`src/rtl/uart_pkg.sv`:
```
// Shared UART definitions: receiver FSM states, frame constants and baud divisor lookup.
package uart_pkg;

  localparam int DATA_W     = 8;
  localparam int OVERSAMPLE = 16;
  localparam int DIV_W      = 16;

  typedef enum logic [2:0] {
    IDLE,
    START,
    DATA,
    STOP,
    BREAK
  } rx_state_t;

  function automatic int baud_rate(input logic [1:0] sel);
    case (sel)
      2'd0:    return 9600;
      2'd1:    return 19200;
      2'd2:    return 57600;
      default: return 115200;
    endcase
  endfunction

  // Rounded clk_hz / (OVERSAMPLE * baud), integer-only so it folds at elaboration.
  function automatic int baud_divisor(input int clk_hz, input logic [1:0] sel);
    int os_baud;
    os_baud = OVERSAMPLE * baud_rate(sel);
    return (clk_hz + os_baud / 2) / os_baud;
  endfunction

endpackage

```
`src/rtl/uart_rx_fifo.sv`:
```
// Receive FIFO with show-ahead registered head, level output and registered threshold flag.
module uart_rx_fifo #(
  parameter int DATA_W = 8,
  parameter int DEPTH  = 16,
  parameter int LVL_W  = 5
) (
  input  logic              i_clk,
  input  logic              i_rst_n,
  input  logic              i_push,
  input  logic [DATA_W-1:0] i_data,
  input  logic              i_pop,
  input  logic [LVL_W-1:0]  i_thresh,
  output logic [DATA_W-1:0] o_head,
  output logic              o_valid,
  output logic              o_full_thr,
  output logic [LVL_W-1:0]  o_level
);

  localparam int                PTR_W    = $clog2(DEPTH);
  localparam logic [LVL_W-1:0]  LVL_FULL = LVL_W'(DEPTH);

  logic [DATA_W-1:0] r_mem [DEPTH];
  logic [PTR_W-1:0]  r_wr_ptr;
  logic [PTR_W-1:0]  r_rd_ptr;
  logic [LVL_W-1:0]  r_level;
  logic [DATA_W-1:0] r_head;
  logic              r_full_thr;

  logic              w_do_pop;
  logic              w_do_push;
  logic              w_push_is_head;
  logic [PTR_W-1:0]  w_rd_nxt;
  logic [LVL_W-1:0]  w_level_nxt;

  // A full FIFO still accepts a push when the same cycle pops a slot free.
  assign w_do_pop       = i_pop && (r_level != '0);
  assign w_do_push      = i_push && ((r_level != LVL_FULL) || w_do_pop);
  assign w_rd_nxt       = r_rd_ptr + PTR_W'(w_do_pop);
  assign w_level_nxt    = r_level + LVL_W'(w_do_push) - LVL_W'(w_do_pop);
  assign w_push_is_head = w_do_push && (r_level == LVL_W'(w_do_pop));

  always_ff @(posedge i_clk) begin
    if (w_do_push) r_mem[r_wr_ptr] <= i_data;
  end

  always_ff @(posedge i_clk or negedge i_rst_n) begin
    if (!i_rst_n) begin
      r_wr_ptr   <= '0;
      r_rd_ptr   <= '0;
      r_level    <= '0;
      r_head     <= '0;
      r_full_thr <= 1'b0;
    end else begin
      r_wr_ptr   <= r_wr_ptr + PTR_W'(w_do_push);
      r_rd_ptr   <= w_rd_nxt;
      r_level    <= w_level_nxt;
      r_full_thr <= (w_level_nxt >= i_thresh);
      // Head holds its last value once the FIFO drains.
      if (w_push_is_head)
        r_head <= i_data;
      else if (w_do_pop && (w_level_nxt != '0))
        r_head <= r_mem[w_rd_nxt];
    end
  end

  assign o_head     = r_head;
  assign o_valid    = (r_level != '0);
  assign o_full_thr = r_full_thr;
  assign o_level    = r_level;

endmodule

```
`src/rtl/uart_receiver.sv`:
```
// 8N1 UART receiver: 2-FF synchroniser, 16x oversampling prescaler, frame FSM and receive FIFO.
module uart_receiver
  import uart_pkg::*;
#(
  parameter int CLK_FREQ_HZ = 50_000_000,
  parameter int FIFO_DEPTH  = 16,
  parameter int LVL_W       = 5
) (
  input  logic              clock_i,
  input  logic              reset_n_i,
  input  logic              uart_rx_i,
  input  logic [1:0]        baudrate_select_i,
  input  logic [LVL_W-1:0]  data_buffer_full_tresh_i,
  input  logic              data_read_i,
  output logic [DATA_W-1:0] data_o,
  output logic              data_valid_o,
  output logic              data_buffer_full_o,
  output logic              frame_error_o,
  output logic              overrun_error_o
);

  localparam logic [DIV_W-1:0] DIV0 = DIV_W'(baud_divisor(CLK_FREQ_HZ, 2'd0));
  localparam logic [DIV_W-1:0] DIV1 = DIV_W'(baud_divisor(CLK_FREQ_HZ, 2'd1));
  localparam logic [DIV_W-1:0] DIV2 = DIV_W'(baud_divisor(CLK_FREQ_HZ, 2'd2));
  localparam logic [DIV_W-1:0] DIV3 = DIV_W'(baud_divisor(CLK_FREQ_HZ, 2'd3));

  logic              r_rx_meta;
  logic              r_rx_s;
  logic              r_rx_prev;
  rx_state_t         r_state;
  rx_state_t         w_state_nxt;
  logic [DIV_W-1:0]  r_div;
  logic [DIV_W-1:0]  r_presc;
  logic [3:0]        r_tick_cnt;
  logic [2:0]        r_bit_cnt;
  logic [DATA_W-1:0] r_shift;
  logic              r_frame_err;
  logic              r_overrun;

  logic [DIV_W-1:0]  w_div_sel;
  logic              w_tick;
  logic              w_fall;
  logic              w_start_sample;
  logic              w_sample_bit;
  logic              w_stop_sample;
  logic              w_push;
  logic              w_frame_err;
  logic [LVL_W-1:0]  w_level;

  always_comb begin
    w_div_sel = DIV3;
    case (baudrate_select_i)
      2'd0:    w_div_sel = DIV0;
      2'd1:    w_div_sel = DIV1;
      2'd2:    w_div_sel = DIV2;
      default: w_div_sel = DIV3;
    endcase
  end

  assign w_fall = r_rx_prev & ~r_rx_s;
  assign w_tick = (r_state != IDLE) && (r_presc == r_div - DIV_W'(1));

  always_ff @(posedge clock_i or negedge reset_n_i) begin
    if (!reset_n_i) begin
      r_rx_meta <= 1'b1;
      r_rx_s    <= 1'b1;
      r_rx_prev <= 1'b1;
    end else begin
      r_rx_meta <= uart_rx_i;
      r_rx_s    <= r_rx_meta;
      r_rx_prev <= r_rx_s;
    end
  end

  always_ff @(posedge clock_i or negedge reset_n_i) begin
    if (!reset_n_i) r_state <= IDLE;
    else            r_state <= w_state_nxt;
  end

  always_comb begin
    w_state_nxt = r_state;
    case (r_state)
      IDLE:    if (w_fall) w_state_nxt = START;
      START:   if (w_start_sample) w_state_nxt = r_rx_s ? IDLE : DATA;
      DATA:    if (w_sample_bit && (r_bit_cnt == 3'd7)) w_state_nxt = STOP;
      STOP:    if (w_stop_sample) w_state_nxt = r_rx_s ? IDLE : BREAK;
      BREAK:   if (r_rx_s) w_state_nxt = IDLE;
      default: w_state_nxt = IDLE;
    endcase
  end

  always_comb begin
    w_start_sample = 1'b0;
    w_sample_bit   = 1'b0;
    w_stop_sample  = 1'b0;
    case (r_state)
      START:   w_start_sample = w_tick && (r_tick_cnt == 4'd7);
      DATA:    w_sample_bit   = w_tick && (r_tick_cnt == 4'd15);
      STOP:    w_stop_sample  = w_tick && (r_tick_cnt == 4'd15);
      default: ;
    endcase
    w_push      = w_stop_sample & r_rx_s;
    w_frame_err = w_stop_sample & ~r_rx_s;
  end

  // Divisor is frozen for the whole frame; the tick counter wraps 15->0 between data bits.
  always_ff @(posedge clock_i or negedge reset_n_i) begin
    if (!reset_n_i) begin
      r_div       <= DIV0;
      r_presc     <= '0;
      r_tick_cnt  <= '0;
      r_bit_cnt   <= '0;
      r_frame_err <= 1'b0;
      r_overrun   <= 1'b0;
    end else begin
      if (r_state == IDLE) r_div <= w_div_sel;

      if ((r_state == IDLE) || w_tick) r_presc <= '0;
      else                             r_presc <= r_presc + DIV_W'(1);

      if ((r_state == IDLE) || w_start_sample) r_tick_cnt <= '0;
      else if (w_tick)                         r_tick_cnt <= r_tick_cnt + 4'd1;

      if (r_state != DATA)   r_bit_cnt <= '0;
      else if (w_sample_bit) r_bit_cnt <= r_bit_cnt + 3'd1;

      r_frame_err <= w_frame_err;
      r_overrun   <= w_push && (w_level == LVL_W'(FIFO_DEPTH)) && !data_read_i;
    end
  end

  always_ff @(posedge clock_i) begin
    if (w_sample_bit) r_shift[r_bit_cnt] <= r_rx_s;
  end

  uart_rx_fifo #(
    .DATA_W (DATA_W),
    .DEPTH  (FIFO_DEPTH),
    .LVL_W  (LVL_W)
  ) u_fifo (
    .i_clk      (clock_i),
    .i_rst_n    (reset_n_i),
    .i_push     (w_push),
    .i_data     (r_shift),
    .i_pop      (data_read_i),
    .i_thresh   (data_buffer_full_tresh_i),
    .o_head     (data_o),
    .o_valid    (data_valid_o),
    .o_full_thr (data_buffer_full_o),
    .o_level    (w_level)
  );

  assign frame_error_o   = r_frame_err;
  assign overrun_error_o = r_overrun;

endmodule
```
`config.mk`:
```
export PLATFORM = sky130hd
export DESIGN_NAME = uart_receiver
export DESIGN_NICKNAME = d
export VERILOG_FILES = /design/src/rtl/uart_pkg.sv /design/src/rtl/uart_rx_fifo.sv /design/src/rtl/uart_receiver.sv
export SDC_FILE = /design/constraint.sdc
export NUM_CORES = 1
export LEC_CHECK = 0
export ABC_AREA = 1
export CAP_MARGIN = 20
export CORE_ASPECT_RATIO = 1.4
export CORE_UTILIZATION = 35
export CTS_CLUSTER_SIZE = 24
export DETAILED_ROUTE_END_ITERATION = 6
export PLACE_DENSITY_LB_ADDON = 0.15
export SLEW_MARGIN = 15
export SYNTH_ARGS = -nofsm -noshare
export SYNTH_HDL_FRONTEND = slang
export SYNTH_SLANG_ARGS = --single-unit
```
`constraint.sdc`:
```
create_clock -name clock_i -period 9.2 [get_ports clock_i]
set_clock_uncertainty 0.15 [all_clocks]
set_input_delay 1.84 -clock clock_i [delete_from_list [all_inputs] [get_ports clock_i]]
set_output_delay 1.84 -clock clock_i [all_outputs]
set_load 0.01 [all_outputs]
```
* Yosys cells after proc, flatten, opt, wreduce, memory -nomap -nowiden
Memory sizes are Yosys's and may differ from the RTL's.
Cells that the tools add are included.
** Word-level totals
- Register bits after elaboration :: 77
- Memory bits (writable) :: 128
- Output and inout bits :: 12
- Bits of input ports :: 11
- Memories kept :: 1
** Memory list
- u_fifo.r_mem :: words 16, bits a word 8, read ports 1, clocked after Yosys merged registers in 0, write ports 1, line uart_rx_fifo.sv:22 : logic [DATA_W-1:0] r_mem [DEPTH];
** Cells by class
- Multiplexer cells :: 24
- Reduce and logical (&&, ||, !) cells :: 24
- $lt $le $gt $ge :: 3
- $add $sub $neg :: 8
- Bitwise gates (word level) :: 4
- Equal/unequal tests :: 19
** Operators with widths (count)
- $pmux W9 S3 :: 1
- $mux W3 :: 8
- $add A16 B1 Y16 const B :: 1
- $eq A16 B16 Y1 :: 1
- $mux W16 :: 1
- $mux W8 :: 2
- $sub A16 B1 Y16 const B :: 1
- $pmux W3 S5 :: 1
- $logic_and A1 B1 Y1 :: 11
- $ne A2 B2 Y1 const B :: 5
- $reduce_bool A5 Y1 :: 2
- $add A4 B1 Y4 :: 2
- $bwmux W8 :: 1
- $mux W4 :: 2
- $eq A3 B2 Y1 const B :: 2
- $eq A3 B3 Y1 const B :: 2
- $mux W1 :: 6
- $reduce_bool A2 Y1 :: 3
- $add A5 B1 Y5 :: 1
- $eq A5 B1 Y1 :: 1
- $eq A5 B5 Y1 const B :: 1
- $ge A5 B5 Y1 :: 1
- $ne A5 B5 Y1 const B :: 1
- $reduce_and A5 Y1 :: 1
- 20 further kinds :: 24

* Longest topological paths before layout
- Depth in word-level cells :: 13
- Gate-level depth with buffers :: 22

* Cells and area by module
Synthesis repeated with hierarchy kept, for this count alone.
** Unflattened totals
- Cells, all modules :: 987
- Area total of the unflattened synthesis :: 9257.6 µm²
** By module, submodules not included
- uart_rx_fifo :: cells each 691, area each 6836.6 µm², sequential area each 4394.2 µm², instances 1
- uart_receiver :: cells each 296, area each 2421.1 µm², sequential area each 1197.4 µm², instances 1

* Worst setup path before layout
Ideal clock, no wire load.
- Path type :: input port to flip-flop
- Start :: input data_read_i
- End :: register u_fifo.r_head[5], in the netlist u_fifo.o_head[5]
- Arrival time :: 3.983 ns
- Slack :: 4.943 ns
- Buffers on the path :: 2
- Data required time :: 8.925 ns
- Stages :: 16
- Cells stage by stage :: inv_1 -> nand4_1 -> clkbuf_1 -> nand2_2 -> inv_2 -> ha_1 -> fa_1 -> a21oi_1 -> o21bai_1 -> xor2_1 -> nand3_1 -> nand2_1 -> buf_2 -> nor2_1 -> nand2_1 -> nand3_1
** Between the ends
- Longest elaborated chain between the ends :: 8
- Elaborated cells on any way between the ends :: 14
** Ends and longest elaborated chain
- from (decl) :: line uart_receiver.sv:14 : input logic data_read_i,
- $logic_and A1 B1 Y1 * :: line uart_rx_fifo.sv:36 : assign w_do_pop = i_pop && (r_level != '0);
- $logic_or A1 B1 Y1 :: line uart_rx_fifo.sv:37 : assign w_do_push = i_push && ((r_level != LVL_FULL) || w_do_pop);
- $logic_and A1 B1 Y1 :: line uart_rx_fifo.sv:37
- $add A5 B1 Y5 :: line uart_rx_fifo.sv:39 : assign w_level_nxt = r_level + LVL_W'(w_do_push) - LVL_W'(w_do_pop);
- $sub A5 B1 Y5 :: line uart_rx_fifo.sv:39
- $reduce_bool A5 Y1 :: line uart_rx_fifo.sv:61 : else if (w_do_pop && (w_level_nxt != '0))
- $logic_and A1 B1 Y1 :: line uart_rx_fifo.sv:61
- $reduce_bool A2 Y1 (no line)
- to (signal assigned) :: line uart_rx_fifo.sv:60 : r_head <= i_data;
- to (signal assigned) :: line uart_rx_fifo.sv:62 : r_head <= r_mem[w_rd_nxt];
- to (decl) :: line uart_rx_fifo.sv:26 : logic [DATA_W-1:0] r_head;
Every way passes the cells marked *; elsewhere a longest branch is shown, timed or not. The select of a mux whose other input is x is not followed.
A chain may end at the register's enable or synchronous reset.

* Worst setup path in the final report
- Start :: input data_read_i
- End :: register u_fifo.r_head[0], in the netlist u_fifo.o_head[0]
Same word-level chain as after synthesis.

==> flow_summary.yaml <==
cells_and_area:
  fin_cells: 1178
  antennaDiodeCount: 0
  drive_gt1_share_pct: 6.22
  nets: 890
  n_fill_cell: 2383
  area_growth_syn_to_layout_pct: 12.6
worst_hold_path:
  hp-class: "reg2reg"
  whs_endpoint: "r_rx_s"
  hp-start: "r_rx_meta"
  hold-path-cell-count: 0
synth:
  synth_top_family_by_area: "simple AND/OR/NAND/NOR gates"
  synth_mux_area_share_pct: 0
  netlist_instances: 838
  ys_top_cells_by_count: "nor2_1, edfxtp_1, nand2_1, o21ai_0, inv_1"
  synth_fp_nets: 873
  yosysTopAreaCell: "edfxtp_1"
  synth_top_area_share_pct: 47.0
  synth_adder_area_share_pct: 3.55
  ys_ff_latch: 196
  yosys.cell_types.count: 38
  synth_edf_count: 136
  synth_compound_area_share_pct: 7.45
  yosys-top-cells-area: "edfxtp_1, dfrtp_1, nor2_1"
  synth-warning-count: 0
  yosysMostFrequentCell: "nor2_1"
  netlist_area_um2: 8680
  syn_avg_cell_area_um2: 10.4
  ys.flop_type: "edfxtp_1"
  synth_xor_area_share_pct: 1.38
  synth-async-reset-ratio_pct: 30.6
  synth_simple_gate_area_share_pct: 19.1
  yosysSeqAreaShare_pct: 64.4
setup_path:
  worstSetupPathType: "in2reg"
  cp-end-kind: "flip-flop"
  r2r_start: "u_fifo.o_level[3]"
  cp.required_ns: 9.36
  worst_ep_arrival_time_ns: 5.12
  reg2reg_depth: 17
  crit_fanout: 16
  cp-startpoint: "data_read_i"
  r2r_slack_ns: 5.29
  timing.rr.end: "u_fifo.o_head[0]"
  start_kind: "input pin"
floorplanning:
  initial_core_util_pct: 36.0
  core_area_um2: 24100
  die_h_um: 188
  dieArea_um2: 25400
  die_x_um: 135
  io_pins: 23
  num_rows: 67
sta:
  period_share_pct: 53.9
  fmax_mhz: 202
  timing.setup.tns_ns: 0
  rsz0062_at_grt: "false"
  hold_viol: 0
  slew_viol_final: 0
  setup_violations: 0
  max_slew_margin_pct: 33.2
  worst_pin_slew_ns: 0.994
  fin_crit_ns: 4.96
flow_run:
  maxCapViolCount: 0
power_and_ir_drop:
  powerDensity_nw_per_um2: 300
  leakage_nw: 3.79
  ir_drop_uv: 166
clocking:
  cts.sinks: 196
  h-tree-depth: 4
  clock_path_buffers: 2
  cts_root_buf: "clkbuf_16"
  cts_setup_buffers: 0
  cts-resized-gates: 0
  hold_buffers: 0
  cts_tree: "built"
  cts.clk_slew.worst_paths_ns: 0.07
  worst_skew_pair.late_latency_ns: 0.44
  cts_made_buffers: 17
drt:
  vias: 5661
  wire_per_inst_um: 16.8
  drt_iter0_markers: 382
  viasPerCell: 4.81
  drt_wl_total_mm: 19.8
  firstDrtPassIters: 4
  ant_nets: 0
  drc: 0
outcome:
  status: "finished, final reports clean"
global_route:
  use_met1_pct: 20.0
  grt_overflow: 0
  grt.busiest_layer: "met2"
  grt_pass1_vias: 5779
  grt_first_pass_wirelength_mm: 31.7
  grt_max_degree: 67
  grtUsageMet3_pct: 3.98
  grt_usage_pct: 16.7
  grtUsageMet2_pct: 28.9
  antenna_found_initial: 0
placement:
  port_buffers: 22
  place.gp.congestion: 0.747
  dp_hpwl_mm: 13.0
  place_inst: 1146
-- state kept, by name, summed over array words and instances (netlist names), 4 cells and up --
register and flops:
u_fifo.r_mem 128, u_fifo.o_head 8, r_presc 16, u_fifo.r_rd_ptr 4
r_tick_cnt 4, u_fifo.r_wr_ptr 4, u_fifo.o_level 5, r_shift 8
r_div 7
-- power breakdown --
| group | switching [mW] | internal [mW] | total, mW | leakage [nW] |
|---|---|---|---|---|
| Clock | 0.317 | 0.414 | 0.730 | 0.279 |
| Sequential | 0.0529 | 1.01 | 1.06 | 1.99 |
| Combinational | 0.760 | 0.379 | 1.14 | 1.52 |
-- layout by cell type (no fill, tap or decap), types with 2 or more instances in the layout --
master,synthesis,final
nand3_1,47,47
nand2_1,131,131
clkinv_2,0,3
nand4_1,15,15
ha_2,0,2
xor2_1,9,9
dfrtp_1,55,55
inv_1,56,56
clkbuf_16,0,17
a21oi_1,8,8
nor2_1,174,174
o21a_1,2,2
clkbuf_1,18,4
nor3_1,9,9
dfstp_2,5,5
inv_2,5,5
edfxtp_1,136,136
clkdlybuf4s50_1,0,21
buf_4,0,5
clkbuf_8,0,2
xnor2_2,2,2
clkinv_1,2,3
nor3b_1,4,4
o21ai_1,9,9
bufinv_16,0,2
ha_1,23,21
o21ai_0,99,99
o21bai_1,4,4
clkinv_4,0,2
-- worst max-delay path, stage by stage --
cell	delay, ns
clkdlybuf4s50_1	0.42
inv_1	0.09
nand4_1	0.47
nand2_2	0.26
inv_2	0.08
ha_1	0.23
fa_1	0.40
a21oi_1	0.15
o21bai_1	0.09
xor2_1	0.20
nand3_1	0.14
nand2_1	0.48
nor2_1	0.10
nand2_1	0.09
nand3_1	0.08
-- cell families after synthesis --
kind of cell / Yosys count
buffers and inverters: 92
and+or+nand+nor: 389
adders and majority gates: 24
AOI/OAI and AO/OA: 125
xor gates and xnor gates: 12
DFF: 196
-- final cells by class --
cell class	instances	area [um^2]	area share, %
timing repair buffer	27	253	2.58
clock inverter	9	104	1.06
inverter	63	236	2.42
multi-input combinational	550	2740	28.0
tap	310	388	3.97
sequential	196	5590	57.2
clock buffer	23	468	4.79
-- how the worst max path moves through the flow --
stage,cells past startpoint,end,slack [ns]
after CTS,15,u_fifo.o_head[0],4.23
after global routing,15,u_fifo.o_head[0],3.98
after detailed placement,15,u_fifo.o_head[0],3.78
final,15,u_fifo.o_head[0],4.24
after floorplan,16,u_fifo.o_head[5],4.94
after global placement,15,u_fifo.o_head[5],3.75
-- through the flow --
step                      area (um^2)  total power, mW  worst slack (ns)  util, %  hold slack [ns]
after floorplan                  8680             1.89              4.94        -            0.195
after global placement           9210             2.24              3.75     38.1            0.197
after detailed placement         9210             2.24              3.78     38.1            0.199
after CTS                        9780             2.97              4.23     40.5            0.208
after global routing             9780             3.16              3.98     40.5            0.214
final                            9780             2.93              4.24     40.5            0.207
-- per-layer routing --
layer,up-vias,wire [um]
li1,2866,-
met1,2696,8620
met2,83,10100
met3,16,740
met4,0,332
met5,-,0
(Power assumes the default switching activity.)
